`config.mk`:
```
export PLATFORM = sky130hd
export DESIGN_NAME = pipe_skid_stage
export DESIGN_NICKNAME = d
export VERILOG_FILES = /design/src/rtl/pipe_skid_stage.sv
export SDC_FILE = /design/constraint.sdc
export NUM_CORES = 1
export LEC_CHECK = 0
export CORE_ASPECT_RATIO = 0.6
export CORE_UTILIZATION = 46
export CTS_BUF_LIST = sky130_fd_sc_hd__clkbuf_16
export DETAILED_ROUTE_END_ITERATION = 10
export PLACE_DENSITY = 0.88
export SLEW_MARGIN = 20
export SYNTH_ARGS = -nofsm -noshare
export SYNTH_HDL_FRONTEND = slang
export SYNTH_SLANG_ARGS = --single-unit
```
`constraint.sdc`:
```
create_clock -name clk -period 20.6 [get_ports clk]
set_input_delay 4.12 -clock clk [delete_from_list [all_inputs] [get_ports clk]]
set_output_delay 4.12 -clock clk [all_outputs]
set_load 0.05 [all_outputs]
```
`src/rtl/pipe_skid_stage.sv`:
```
// pipe_skid_stage: two-entry skid-buffered pipeline stage with flush and statistics.
//
// Ports:
//   clk, reset            - single clock; asynchronous active-high reset
//   flush                 - synchronous squash of all held entries
//   in_valid / in_ready   - upstream handshake (in_ready is registered)
//   in_data / in_ctrl     - upstream payload and control bundle
//   out_valid / out_ready - downstream handshake
//   out_data / out_ctrl   - presented payload / control (ctrl is zero when not valid)
//   occupancy             - number of held entries (0..2)
//   stall_cnt, bubble_cnt, flush_cnt - saturating statistics counters
module pipe_skid_stage #(
    parameter int unsigned DATA_W = 256,
    parameter int unsigned CTRL_W = 10,
    parameter int unsigned CNT_W  = 16
) (
    input  logic              clk,
    input  logic              reset,
    input  logic              flush,
    input  logic              in_valid,
    output logic              in_ready,
    input  logic [DATA_W-1:0] in_data,
    input  logic [CTRL_W-1:0] in_ctrl,
    output logic              out_valid,
    input  logic              out_ready,
    output logic [DATA_W-1:0] out_data,
    output logic [CTRL_W-1:0] out_ctrl,
    output logic [1:0]        occupancy,
    output logic [CNT_W-1:0]  stall_cnt,
    output logic [CNT_W-1:0]  bubble_cnt,
    output logic [CNT_W-1:0]  flush_cnt
);

    typedef enum logic [1:0] {
        EMPTY = 2'd0,
        ONE   = 2'd1,
        FULL  = 2'd2
    } state_t;

    localparam logic [CNT_W-1:0] CNT_MAX = '1;

    state_t            state;
    logic [DATA_W-1:0] skid_data;
    logic [CTRL_W-1:0] skid_ctrl;
    logic              in_hs;
    logic              out_hs;

    assign in_hs  = in_valid & in_ready;
    assign out_hs = out_valid & out_ready;

    // Main register is out_data/out_ctrl itself; skid holds the second entry.
    always_ff @(posedge clk or posedge reset) begin
        if (reset) begin
            state      <= EMPTY;
            in_ready   <= 1'b0;
            out_valid  <= 1'b0;
            out_data   <= '0;
            out_ctrl   <= '0;
            skid_data  <= '0;
            skid_ctrl  <= '0;
            occupancy  <= 2'd0;
            stall_cnt  <= '0;
            bubble_cnt <= '0;
            flush_cnt  <= '0;
        end else begin
            // Statistics observe the cycle's handshake signals and survive flush.
            if (out_valid && !out_ready && stall_cnt != CNT_MAX)
                stall_cnt <= stall_cnt + CNT_W'(1);
            if (!out_valid && out_ready && bubble_cnt != CNT_MAX)
                bubble_cnt <= bubble_cnt + CNT_W'(1);
            if (flush && flush_cnt != CNT_MAX)
                flush_cnt <= flush_cnt + CNT_W'(1);

            if (flush) begin
                // Flush wins over any handshake; a same-cycle input is dropped.
                state     <= EMPTY;
                in_ready  <= 1'b1;
                out_valid <= 1'b0;
                out_data  <= '0;
                out_ctrl  <= '0;
                skid_data <= '0;
                skid_ctrl <= '0;
                occupancy <= 2'd0;
            end else begin
                case (state)
                    EMPTY: begin
                        // Also raises in_ready on the first edge after reset.
                        in_ready <= 1'b1;
                        if (in_hs) begin
                            out_data  <= in_data;
                            out_ctrl  <= in_ctrl;
                            out_valid <= 1'b1;
                            occupancy <= 2'd1;
                            state     <= ONE;
                        end
                    end
                    ONE: begin
                        if (in_hs && out_hs) begin
                            out_data <= in_data;
                            out_ctrl <= in_ctrl;
                        end else if (in_hs) begin
                            skid_data <= in_data;
                            skid_ctrl <= in_ctrl;
                            in_ready  <= 1'b0;
                            occupancy <= 2'd2;
                            state     <= FULL;
                        end else if (out_hs) begin
                            // Clear ctrl so the bubble presents as a NOP.
                            out_valid <= 1'b0;
                            out_ctrl  <= '0;
                            occupancy <= 2'd0;
                            state     <= EMPTY;
                        end
                    end
                    FULL: begin
                        // in_ready is low here, so only the output side can move.
                        if (out_hs) begin
                            out_data  <= skid_data;
                            out_ctrl  <= skid_ctrl;
                            in_ready  <= 1'b1;
                            occupancy <= 2'd1;
                            state     <= ONE;
                        end
                    end
                    default: begin
                        state     <= EMPTY;
                        in_ready  <= 1'b1;
                        out_valid <= 1'b0;
                        out_ctrl  <= '0;
                        occupancy <= 2'd0;
                    end
                endcase
            end
        end
    end

endmodule
```
After elaboration in Yosys (flattened, before gate mapping)
Cells that the tools add are included.
{"block": "word_totals", "regBits": 584, "in_bits": 271, "output_inout_bits": 318, "word_cells": 86}
{"block": "classes", "n_addsub": 3, "eq_ne": 17, "mux": 36, "bitwise": 2, "reduce_logical": 18}
{"operator": "2-to-1 mux 256 bit", "n": 7}
{"operator": "one-hot mux 256 bit (3 select lines)", "n": 1}
{"operator": "2-to-1 mux 10 bit", "n": 9}
{"operator": "adder 16 x 1 -> 16 bit, second input constant", "n": 3}
{"operator": "!= test 16 bit, second input constant", "n": 3}
{"operator": "one-hot mux 10 bit (3 select lines)", "n": 1}
{"operator": "!= test 3 bit, second input constant", "n": 7}
{"operator": "2-to-1 mux 2 bit", "n": 6}
{"operator": "!= test 4 bit, second input constant", "n": 3}
{"operator": "AND reduction 4 bit", "n": 3}
{"operator": "2-to-1 mux 1 bit", "n": 9}
{"operator": "logical AND 1 bit", "n": 6}
{"operator": "one-hot mux 2 bit (3 select lines)", "n": 1}
{"operator": "AND reduction 3 bit", "n": 2}
{"operator": "AND reduction 5 bit", "n": 1}
{"operator": "!= test 2 bit, second input constant", "n": 2}
{"operator": "nonzero test 2 bit", "n": 2}
{"operator": "nonzero test 4 bit", "n": 1}
{"operator": "one-hot mux 1 bit (3 select lines)", "n": 1}
{"operator": "AND 1 bit", "n": 2}
{"operator": "equality test 2 x 1 -> 1 bit, second input constant", "n": 1}
{"operator": "equality test 2 bit, second input constant", "n": 1}
{"operator": "logical NOT 1 bit", "n": 2}
{"operator": "logical NOT 2 bit", "n": 1}
{"operator": "one-hot mux 1 bit (2 select lines)", "n": 1}

Longest topological paths before layout
{"block": "depth", "ltp_word": 6, "depth_mapped": 9}

Worst setup path before layout
No wires, ideal clock.
{"block": "synth_path", "kind": "input-to-reg", "from": "in out_ready", "to": "reg out_data[0]", "arrival_time_ns": 5.289, "t_required_ns": 20.508, "slack_ns": 15.219, "cell_stages": 8, "path_buffers": 3, "path_cell_list": "and2_2 a21oi_1 o221a_1 buf_6 buf_2 buf_2 nand2_1 o31ai_2"}
{"block": "synth_via", "elab_chain_cells": 4, "word_cells_on_any_way": 5}
{"element": "start, declared", "line_no": "25", "text": "input logic out_ready,"}
{"element": "AND 1 bit *", "line_no": "49", "text": "assign out_hs = out_valid & out_ready;"}
{"element": "logical AND 1 bit", "line_no": "98", "text": "if (in_hs && out_hs) begin"}
{"element": "!= test 3 bit (no source line)"}
{"element": "AND reduction 4 bit (no source line) *"}
{"element": "end signal, assigned", "line_no": "90", "text": "out_data <= in_data;"}
{"element": "end signal, assigned", "line_no": "99", "text": "out_data <= in_data;"}
{"element": "end signal, assigned", "line_no": "118", "text": "out_data <= skid_data;"}
{"element": "end, declared", "line_no": "26", "text": "output logic [DATA_W-1:0] out_data,"}
Every way passes the cells marked *; elsewhere a longest branch is shown, timed or not.
A chain may end at the register's enable or synchronous reset.

Final worst setup path
{"block": "layout_path", "from": "in out_ready", "to": "reg out_data[76]"}
Same word-level chain as after synthesis.

==> results.ini <==
[finish]
drive_gt1_share_pct = 11.2
layout.cells.most_common_list = sky130_fd_sc_hd__nand2_1, sky130_fd_sc_hd__clkdlybuf4s50_1, sky130_fd_sc_hd__dfrtp_1
syn2layout_area_growth_pct = 29.1
layout.area.seq_sq_um = 14600
mostFrequentLayoutCell = sky130_fd_sc_hd__nand2_1
fin_nets = 3301
multi_input_comb_area_sq_um = 11200
filler_cell_count = 4560

[status]
outcome = completed

[die]
row_count = 68
start_util_pct = 46.7
core_area_sq_um = 57700
die_width_um = 314
die_h_um = 189
ios = 589
die-area_sq_um = 59600

[grt]
antenna_violations_before_repair = 4
globalRouteTotalUtil_pct = 23.8
globalRouteOverflowTotal = 0
grt_start_max_net_pins = 185
grt_pass1_vias = 20400
wire_length_of_the_first_global_routing_pass_um = 114000

[critical_path]
worstPathCellList = clkdlybuf4s50_1 -> and2_2 -> a21oi_1 -> o221a_4 -> buf_4 -> buf_4 -> buf_4 -> nand2_1 -> o31ai_2
worstSetupPathType = input pin to register
critical_path_required_ps = 21080
endpoint_kind_of_the_worst_setup_timing_path = register
timing.rr.start = state[1]
worstPathArrival_ps = 8730
critical_path_s_largest_stage_delay_ps = 900
reg2reg_to = out_data[76]
critPathSlowestCell = sky130_fd_sc_hd__buf_4
worstSetupStartpointType = input pin
setup.reg_to_reg.worst_slack_ps = 15890
critical_path.most_common_cell = sky130_fd_sc_hd__buf_4
crit_path_max_fanout = 82
r2r.worst_path.cells = 8

[logic_synthesis]
syn-instance-count = 2567
mappedNetlistArea_sq_um = 26900
synth.lib_cells_used.distinct = 39
ys.warnings.count = 0
postSynthRegisterBits = 584
synth.yosys.seq_area_share_pct = 54.3
syn-num-nets = 2841
post_synth.cell_area_avg_sq_um = 10.5

[timing]
rsz0062_at_grt = no
final.setup_skew_ps = 15.0
period_minus_slack_ps = 8240
finalCritPeriodShare_pct = 40.0
fmaxAchievable_ghz = 0.121
hold_violations = 0
setup_total_negative_slack_ps = 0
finalSetupViolations = 0
worst_slew_pin_slew_ps = 1260
whs_ps = 477
timing_max_transition_violations_final = 0
relSlewSlack_pct = 16.0

[routing]
detail_route_antenna_nets = 0
via_per_inst = 5.48
first_pass_iters = 6
highest_metal_layer_used_by_the_detailed_router = met5
dr_wl_met3_um = 5340
detailroute.via_count = 21100
drt_iter0_markers = 1869
routed_wire_length_um = 72800
detail_route.wl_per_cell_um = 18.9
remaining_drc_errors = 0
detailroute.wirelength.met2_um = 34600
wirelength_met1_um = 31300

[clocking]
post_cts_hold_buffer_count = 0
number_of_h_tree_levels = 2
clock_buffer_count_from_cts = 54
postCtsSetupRepairBufs = 0
clock_tree.root_cell = sky130_fd_sc_hd__clkbuf_16
clock-sinks = 584
insertion_delay_ps = 600
clk_transition_reported_paths_ps = 60
tritoncts_clock_tree = built
post_cts_resized = 0
clock_path_buffers = 3

[worst_hold_path]
min_delay_worst_endpoint = out_data[181]
hold_path.startpoint = out_data[181]
hold_class = register to register
hold_depth = 2

[job]
cap_viol_max_count = 0

[placed_design]
buffer_ports.inserted = 588
gpl.final_weighted_congestion = 0.890
placed_wire_length_estimate_um = 47000

[power]
vdd.ir_drop.worst_v = 0.0000686
total_power_mw = 3.19
power.density_nw_per_um2 = 91.7
leakagePower_nw = 14.0

## layer usage
layer	global-route usage, %	up-vias
li1	-	9737
met1	33.0	10500
met2	37.7	676
met3	5.67	121
met4	5.66	4
met5	0	-
## synth_stat cells
cell type | count | area, sq um
sky130_fd_sc_hd__nand2_1 | 819 | 3070
sky130_fd_sc_hd__dfrtp_1 | 584 | 14600
sky130_fd_sc_hd__a21oi_1 | 274 | 1370
sky130_fd_sc_hd__mux2i_1 | 257 | 2570
sky130_fd_sc_hd__o31ai_2 | 224 | 2800
sky130_fd_sc_hd__buf_2 | 87 | 435
sky130_fd_sc_hd__clkbuf_1 | 86 | 323
sky130_fd_sc_hd__o31ai_1 | 32 | 240
sky130_fd_sc_hd__xnor2_1 | 29 | 254
sky130_fd_sc_hd__buf_6 | 27 | 304
sky130_fd_sc_hd__nand3_1 | 16 | 80.1
sky130_fd_sc_hd__nor2_1 | 16 | 60.1
sky130_fd_sc_hd__nand4_1 | 15 | 93.8
sky130_fd_sc_hd__xor2_1 | 13 | 114
sky130_fd_sc_hd__o21ai_0 | 12 | 60.1
sky130_fd_sc_hd__a22oi_1 | 10 | 75.1
sky130_fd_sc_hd__and3_1 | 9 | 56.3
sky130_fd_sc_hd__and4_1 | 8 | 70.1
sky130_fd_sc_hd__buf_1 | 7 | 26.3
sky130_fd_sc_hd__inv_1 | 6 | 22.5
sky130_fd_sc_hd__nor2b_1 | 6 | 37.5
sky130_fd_sc_hd__nor3_1 | 4 | 20.0
sky130_fd_sc_hd__ha_1 | 3 | 37.5
sky130_fd_sc_hd__mux2_2 | 3 | 33.8
sky130_fd_sc_hd__a31oi_1 | 2 | 12.5
sky130_fd_sc_hd__buf_4 | 2 | 15.0
sky130_fd_sc_hd__nand2b_1 | 2 | 12.5
sky130_fd_sc_hd__nand3b_1 | 2 | 15.0
sky130_fd_sc_hd__or3_1 | 2 | 12.5
sky130_fd_sc_hd__a211o_1 | 1 | 8.76
sky130_fd_sc_hd__a311oi_2 | 1 | 15.0
sky130_fd_sc_hd__a41oi_1 | 1 | 8.76
sky130_fd_sc_hd__and2_1 | 1 | 6.26
sky130_fd_sc_hd__and2_2 | 1 | 7.51
sky130_fd_sc_hd__and3b_1 | 1 | 8.76
sky130_fd_sc_hd__nand4b_1 | 1 | 8.76
sky130_fd_sc_hd__o21ai_1 | 1 | 5.00
sky130_fd_sc_hd__o221a_1 | 1 | 11.3
sky130_fd_sc_hd__o31a_1 | 1 | 8.76
## power by group
part,internal [mW],leakage [nW],switching (mW)
clock network,0.588,0.922,0.449
registers,1.25,7.83,0.0743
logic,0.282,5.23,0.550
## worst max-delay path: cells and delay by family
kind | cells | cell delay, ps
buf+inv | 4 | 3080
compound gates | 3 | 940
simple gates | 2 | 450
## per-stage QoR
step / instances / util (%) / cell area (sq um) / worst slack, ps
after floorplan: 2567 / - / 26900 / 139
after global placement: 3741 / 57.1 / 33000 / 11920
after detailed placement: 3741 / 57.1 / 33000 / 11810
after CTS: 3842 / 60.3 / 34800 / 12400
after global routing: 3843 / 60.3 / 34800 / 12060
final: 3843 / 60.3 / 34800 / 12360
## how the worst max path moves through the flow
stage / start / end
6_report: out_ready / out_data[76]
3_3_place_gp: out_ready / out_data[74]
2_1_floorplan: reset / bubble_cnt[0]
3_5_place_dp: out_ready / out_data[84]
4_1_cts: out_ready / out_data[76]
5_1_grt: out_ready / out_data[76]
## flip-flops by register name (all words and copies together), names as in the netlist
register	count
in_ready	1
out_ctrl	10
skid_ctrl	10
state	2
bubble_cnt	16
stall_cnt	16
out_valid	1
skid_data	256
flush_cnt	16
out_data	256
## final cells by class
cell class | count | area share (%)
clock buffer | 57 | 4.10
antenna | 1 | 0.00720
timing repair buffer | 613 | 17.6
sequential | 584 | 42.0
tap | 770 | 2.77
multi-input combinational | 1768 | 32.3
inverter | 6 | 0.0864
clock inverter | 44 | 1.11
## cell families (layout without fill, tap and decap cells)
| kind of cell | after synthesis | count (layout) | synth area share, % |
|---|---|---|---|
| simple gates | 903 | 903 | 13.2 |
| flops | 584 | 584 | 54.3 |
| compound gates | 560 | 560 | 17.2 |
| mux | 260 | 260 | 9.68 |
| buf+inv | 215 | 720 | 4.18 |
| xor+xnor | 42 | 42 | 1.37 |
| fa+ha+maj | 3 | 3 | 0.139 |
| other cells | 0 | 1 | 0 |
No activity file was read; power rests on OpenSTA's default activity.
